===== config.mk =====
export PLATFORM = sky130hd
export DESIGN_NAME = multi_edge_flag
export DESIGN_NICKNAME = d
export VERILOG_FILES = /design/src/rtl/multi_edge_flag_pkg.sv /design/src/rtl/edge_flag_chan.sv /design/src/rtl/multi_edge_flag.sv
export SDC_FILE = /design/constraint.sdc
export NUM_CORES = 1
export LEC_CHECK = 0
export ABC_AREA = 1
export CORE_MARGIN = 8
export CORE_UTILIZATION = 40
export DETAILED_ROUTE_END_ITERATION = 12
export PLACE_DENSITY = 0.75
export REMOVE_ABC_BUFFERS = 1
export SYNTH_ARGS = -nofsm -noshare
export SYNTH_HDL_FRONTEND = slang
export SYNTH_HIERARCHICAL = 1
export SYNTH_SLANG_ARGS = --single-unit

===== constraint.sdc =====
create_clock -name I_clk -period 2.53 [get_ports I_clk]
set_clock_uncertainty 0.05 [all_clocks]
set_input_delay 0.253 -clock I_clk [delete_from_list [all_inputs] [get_ports I_clk]]
set_output_delay 0.253 -clock I_clk [all_outputs]
set_load 0.03 [all_outputs]

===== src/rtl/multi_edge_flag_pkg.sv =====
// ============================================================================
// multi_edge_flag_pkg : mode encodings, parameter limits and event helper
// Rev 1.0
// ============================================================================
`default_nettype none

package multi_edge_flag_pkg;

  localparam logic [1:0] MODE_OFF  = 2'b00;
  localparam logic [1:0] MODE_RISE = 2'b01;
  localparam logic [1:0] MODE_FALL = 2'b10;
  localparam logic [1:0] MODE_BOTH = 2'b11;

  localparam int CH_MIN      = 1;
  localparam int CH_MAX      = 32;
  localparam int SYNC_MIN    = 1;
  localparam int SYNC_MAX    = 4;
  localparam int FILT_MIN    = 1;
  localparam int FILT_MAX    = 255;
  localparam int STRETCH_MIN = 1;
  localparam int STRETCH_MAX = 255;

  function automatic logic edge_match(input logic [1:0] mode,
                                      input logic       rise,
                                      input logic       fall);
    return (rise && (mode == MODE_RISE || mode == MODE_BOTH)) ||
           (fall && (mode == MODE_FALL || mode == MODE_BOTH));
  endfunction

endpackage

`default_nettype wire


===== src/rtl/edge_flag_chan.sv =====
// ============================================================================
// edge_flag_chan : one channel - synchroniser, debounce filter, edge pulse
// Rev 1.0
// ============================================================================
`default_nettype none

module edge_flag_chan
  import multi_edge_flag_pkg::*;
#(
  parameter int SYNC_STAGES = 2,
  parameter int FILT_LEN    = 4,
  parameter int STRETCH     = 1
) (
  input  logic       clk,
  input  logic       rst_n,
  input  logic       sig,
  input  logic [1:0] mode,
  input  logic       sticky_clr,
  output logic       edge_flg,
  output logic       edge_sticky,
  output logic       level,
  output logic       edge_evt
);

  localparam int CNT_W = $clog2(FILT_LEN + 1);
  localparam int STR_W = $clog2(STRETCH + 1);
  localparam logic [CNT_W-1:0] CNT_LAST   = CNT_W'(FILT_LEN - 1);
  localparam logic [STR_W-1:0] STR_RELOAD = STR_W'(STRETCH - 1);

  logic [SYNC_STAGES-1:0] sync_q;
  logic                   synced;
  logic [CNT_W-1:0]       cnt;
  logic                   level_d;
  logic [STR_W-1:0]       str_cnt;

  assign synced   = sync_q[SYNC_STAGES-1];
  // Events come from the accepted level, so a mode change alone never fires
  assign edge_evt = edge_match(mode, level & ~level_d, ~level & level_d);

  always_ff @(posedge clk or negedge rst_n) begin
    if (!rst_n) begin
      sync_q      <= '0;
      cnt         <= '0;
      level       <= 1'b0;
      level_d     <= 1'b0;
      str_cnt     <= '0;
      edge_flg    <= 1'b0;
      edge_sticky <= 1'b0;
    end else begin
      sync_q[0] <= sig;
      for (int j = 1; j < SYNC_STAGES; j++) begin
        sync_q[j] <= sync_q[j-1];
      end

      if (synced == level) begin
        cnt <= '0;
      end else if (cnt == CNT_LAST) begin
        level <= ~level;
        cnt   <= '0;
      end else begin
        cnt <= cnt + 1'b1;
      end
      level_d <= level;

      // A new event restarts the full stretch window
      if (edge_evt) begin
        edge_flg <= 1'b1;
        str_cnt  <= STR_RELOAD;
      end else if (str_cnt != '0) begin
        str_cnt <= str_cnt - 1'b1;
      end else begin
        edge_flg <= 1'b0;
      end

      if (edge_evt) begin
        edge_sticky <= 1'b1;
      end else if (sticky_clr) begin
        edge_sticky <= 1'b0;
      end
    end
  end

endmodule

`default_nettype wire


===== src/rtl/multi_edge_flag.sv =====
// ============================================================================
// multi_edge_flag : CH independent debounced edge detectors with any-edge OR
// Rev 1.0
// ============================================================================
`default_nettype none

module multi_edge_flag
  import multi_edge_flag_pkg::*;
#(
  parameter int CH          = 8,
  parameter int SYNC_STAGES = 2,
  parameter int FILT_LEN    = 4,
  parameter int STRETCH     = 1
) (
  input  logic            I_clk,
  input  logic            I_rst_n,
  input  logic [CH-1:0]   I_sig,
  input  logic [2*CH-1:0] I_mode,
  input  logic [CH-1:0]   I_stickyClr,
  output logic [CH-1:0]   O_edgeFlg,
  output logic [CH-1:0]   O_edgeSticky,
  output logic [CH-1:0]   O_level,
  output logic            O_anyEdge
);

  logic [CH-1:0] edge_evt;

  generate
    for (genvar i = 0; i < CH; i++) begin : g_chan
      edge_flag_chan #(
        .SYNC_STAGES (SYNC_STAGES),
        .FILT_LEN    (FILT_LEN),
        .STRETCH     (STRETCH)
      ) u_chan (
        .clk         (I_clk),
        .rst_n       (I_rst_n),
        .sig         (I_sig[i]),
        .mode        (I_mode[2*i +: 2]),
        .sticky_clr  (I_stickyClr[i]),
        .edge_flg    (O_edgeFlg[i]),
        .edge_sticky (O_edgeSticky[i]),
        .level       (O_level[i]),
        .edge_evt    (edge_evt[i])
      );
    end
  endgenerate

  always_ff @(posedge I_clk or negedge I_rst_n) begin
    if (!I_rst_n) begin
      O_anyEdge <= 1'b0;
    end else begin
      O_anyEdge <= |edge_evt;
    end
  end

endmodule

`default_nettype wire

==> results by group <==
Floorplan
  • Ports: 59
  • Initial core utilization: 41.4%
  • Core Rows: 30
  • Die Ht: 99.9 um
  • Die Wd: 99.9 um
  • Die ar.: 0.00998 sq mm
  • CORE AREA: 0.00679 sq mm

Run status
  • Status: finished, violations left
  • Failing checks: hold timing

Layout
  • ANT cells: 0
  • Commonest non-fill, non-tap cell in the layout: dfrtp_1
  • Cell Count, Final, Fillers Out: 465
  • Layout Area Growth over Synthesis: 31.1%
  • Fill cell count: 627
  • Share of cells above drive strength 1: 10.0%
  • Fin nets: 407
  • Most frequent cells in the layout: dfrtp_1, nand2_1, inv_1

STA
  • Final Hold Vio Count: 6
  • Worst slew pin tran: 0.879 ns
  • Fin crit share: 69.9%
  • Maximum clock frequency: 565 MHz
  • RSZ-0062 raised after global routing: no
  • Fin crit period: 1.77 ns
  • Fin Setup TNS: 0 ns
  • Worst rel slew slack: 41.4%
  • # setup viols final: 0
  • Worst hold margin: -0.0117 ns
  • Max Slew Vio Count: 0

GRT
  • Global-route wire length before repair: 8960 um
  • Initial antenna violation count: 0
  • Total GRT Usage: 11.2%
  • Largest net degree at the start of global routing: 74
  • Number of global-route vias before repair: 2,070
  • Overflow after GRT: 0

Critical path
  • Worst Path Required: 2.23 ns
  • Delay-heaviest family, CP: buffers and inverters
  • Worst reg-to-reg setup slack: 1.40 ns
  • FF-to-FF Start: g_chan[1].u_chan/level
  • Crit path buf inv count: 1
  • Worst setup EP type: output pin
  • WS Path Type: reg2out
  • Critical path peak fanout: 6
  • CP startpoint kind: register
  • Critical path's slowest cell: clkdlybuf4s50_1
  • CP cell instances: clkdlybuf4s50_1
  • Reg2reg path depth: 7
  • Crit path DAT: 1.47 ns
  • Crit-path max cell delay: 0.71 ns
  • Reg-to-reg endpoint: O_anyEdge

Clock network
  • CTS tree: yes
  • Post-CTS Setup Bufs: 0
  • Clock Path Buffers: 2
  • Clk root buf: clkbuf_8
  • PostCTS Resize Cnt: 0
  • CTS buffer count: 9
  • Clk slew on worst S/H paths: 0.07 ns
  • Clk_lat worst skew: 0.32 ns
  • Clock Sinks: 73
  • # H-tree levels: 3
  • Hold_buf cts: 0

Power and ir drop
  • VDD IR-drop max: 0.512 mV
  • Pwr/cell area: 1090 mW/mm^2
  • P_leak: 1.90 nW

Worst hold path
  • HP Class: in2async

Synthesis
  • Seq/Total Area, Yosys: 64.9%
  • Synth Warn #: 6
  • Mapped Area: 0.00281 sq mm
  • Syn avg cell area: 9.51 sq um
  • Post-synth cell types: 8
  • Mapped Cells: 296
  • Yosys reg bits: 73

Routing
  • DR DRC count: 0
  • Drt wl/cell: 10.9 um
  • Vias per cell: 4.20
  • Final wirelength: 5080 um
  • Pre-antenna DRT Iters: 4
  • Antenna viol nets, final: 0
  • Vias: 1,954
  • Initial DRC count: 75

Placement
  • Placed Cells incl. Taps: 450
  • Port Buffer Count: 58
  • Final HPWL DP: 3790 um
  • Placer Congestion: 0.777

Job
  • Count of max-cap constraint violations: 0
==> layer usage <==
| metal | global-route usage (%) | up-vias | routed length [um] |
|---|---|---|---|
| met4 | 4.19 | 0 | 57 |
| met5 | 0 | - | 0 |
| met2 | 18.7 | 43 | 2430 |
| li1 | - | 1006 | - |
| met1 | 12.8 | 896 | 2240 |
| met3 | 4.08 | 9 | 347 |
==> synth_stat cells (all sizes together) <==
| cell | n | share of area (%) |
|---|---|---|
| nand2 | 85 | 13 |
| inv | 72 | 9.6 |
| dfrtp | 73 | 65 |
| nand3 | 32 | 5.7 |
| ha | 8 | 3.6 |
| nor2 | 26 | 3.5 |
==> registers in the layout, summed over array words and instances, names as in the netlist <==
name                       count
O_anyEdge                      1
g_chan.u_chan/cnt             24
g_chan.u_chan/edge_flg         8
g_chan.u_chan/edge_sticky      8
g_chan.u_chan/level            8
g_chan.u_chan/level_d          8
g_chan.u_chan/sync_q          16
==> report_power, final <==
group          internal, mW  switching [mW]
sequential             1.51           0.215
combinational         0.598           0.876
clock                 0.450           0.383
==> metrics by stage <==
stage | setup WS [ns] | instance area [sq um] | utilization (%) | power, mW | hold WS, ns
3_5_place_dp | 1.09 | 3510 | 51.7 | 3.25 | 0.285
6_report | 0.761 | 3690 | 54.3 | 4.04 | -0.0117
5_1_grt | 0.656 | 3690 | 54.3 | 4.37 | 0.0705
4_1_cts | 0.736 | 3690 | 54.3 | 4.11 | 0.0354
2_1_floorplan | 1.37 | 2810 | - | 2.65 | -0.0926
3_3_place_gp | 1.11 | 3510 | 51.7 | 3.20 | 0.282
==> final cells by class <==
class | instances | area, sq um | share of cell area (%)
flip-flops and latches | 73 | 1830 | 49.5
multi-input cells | 151 | 717 | 19.4
repair buffers | 58 | 578 | 15.7
inverters | 72 | 270 | 7.32
clock buffers | 12 | 135 | 3.66
well taps | 96 | 120 | 3.26
clock inverters | 3 | 42.5 | 1.15
==> how the worst max path moves through the flow <==
stage | startpoint | endpoint | slack (ns) | cells past startpoint
floorplan | g_chan[0].u_chan/level | O_anyEdge | 1.37 | 7
global placement | g_chan[6].u_chan/level | O_level[6] | 1.11 | 1
detailed placement | g_chan[2].u_chan/level | O_level[2] | 1.09 | 1
CTS | g_chan[4].u_chan/level | O_level[4] | 0.74 | 1
global route | g_chan[1].u_chan/level | O_level[1] | 0.66 | 1
finish | g_chan[3].u_chan/level | O_level[3] | 0.76 | 1
==> cells by family after synthesis <==
kind of cell	synth area share (%)
adders and majority gates	3.56
buffers and inverters	9.60
DFF	64.9
and+or+nand+nor	21.9
Note: power is estimated with default switching activity, not from simulation.
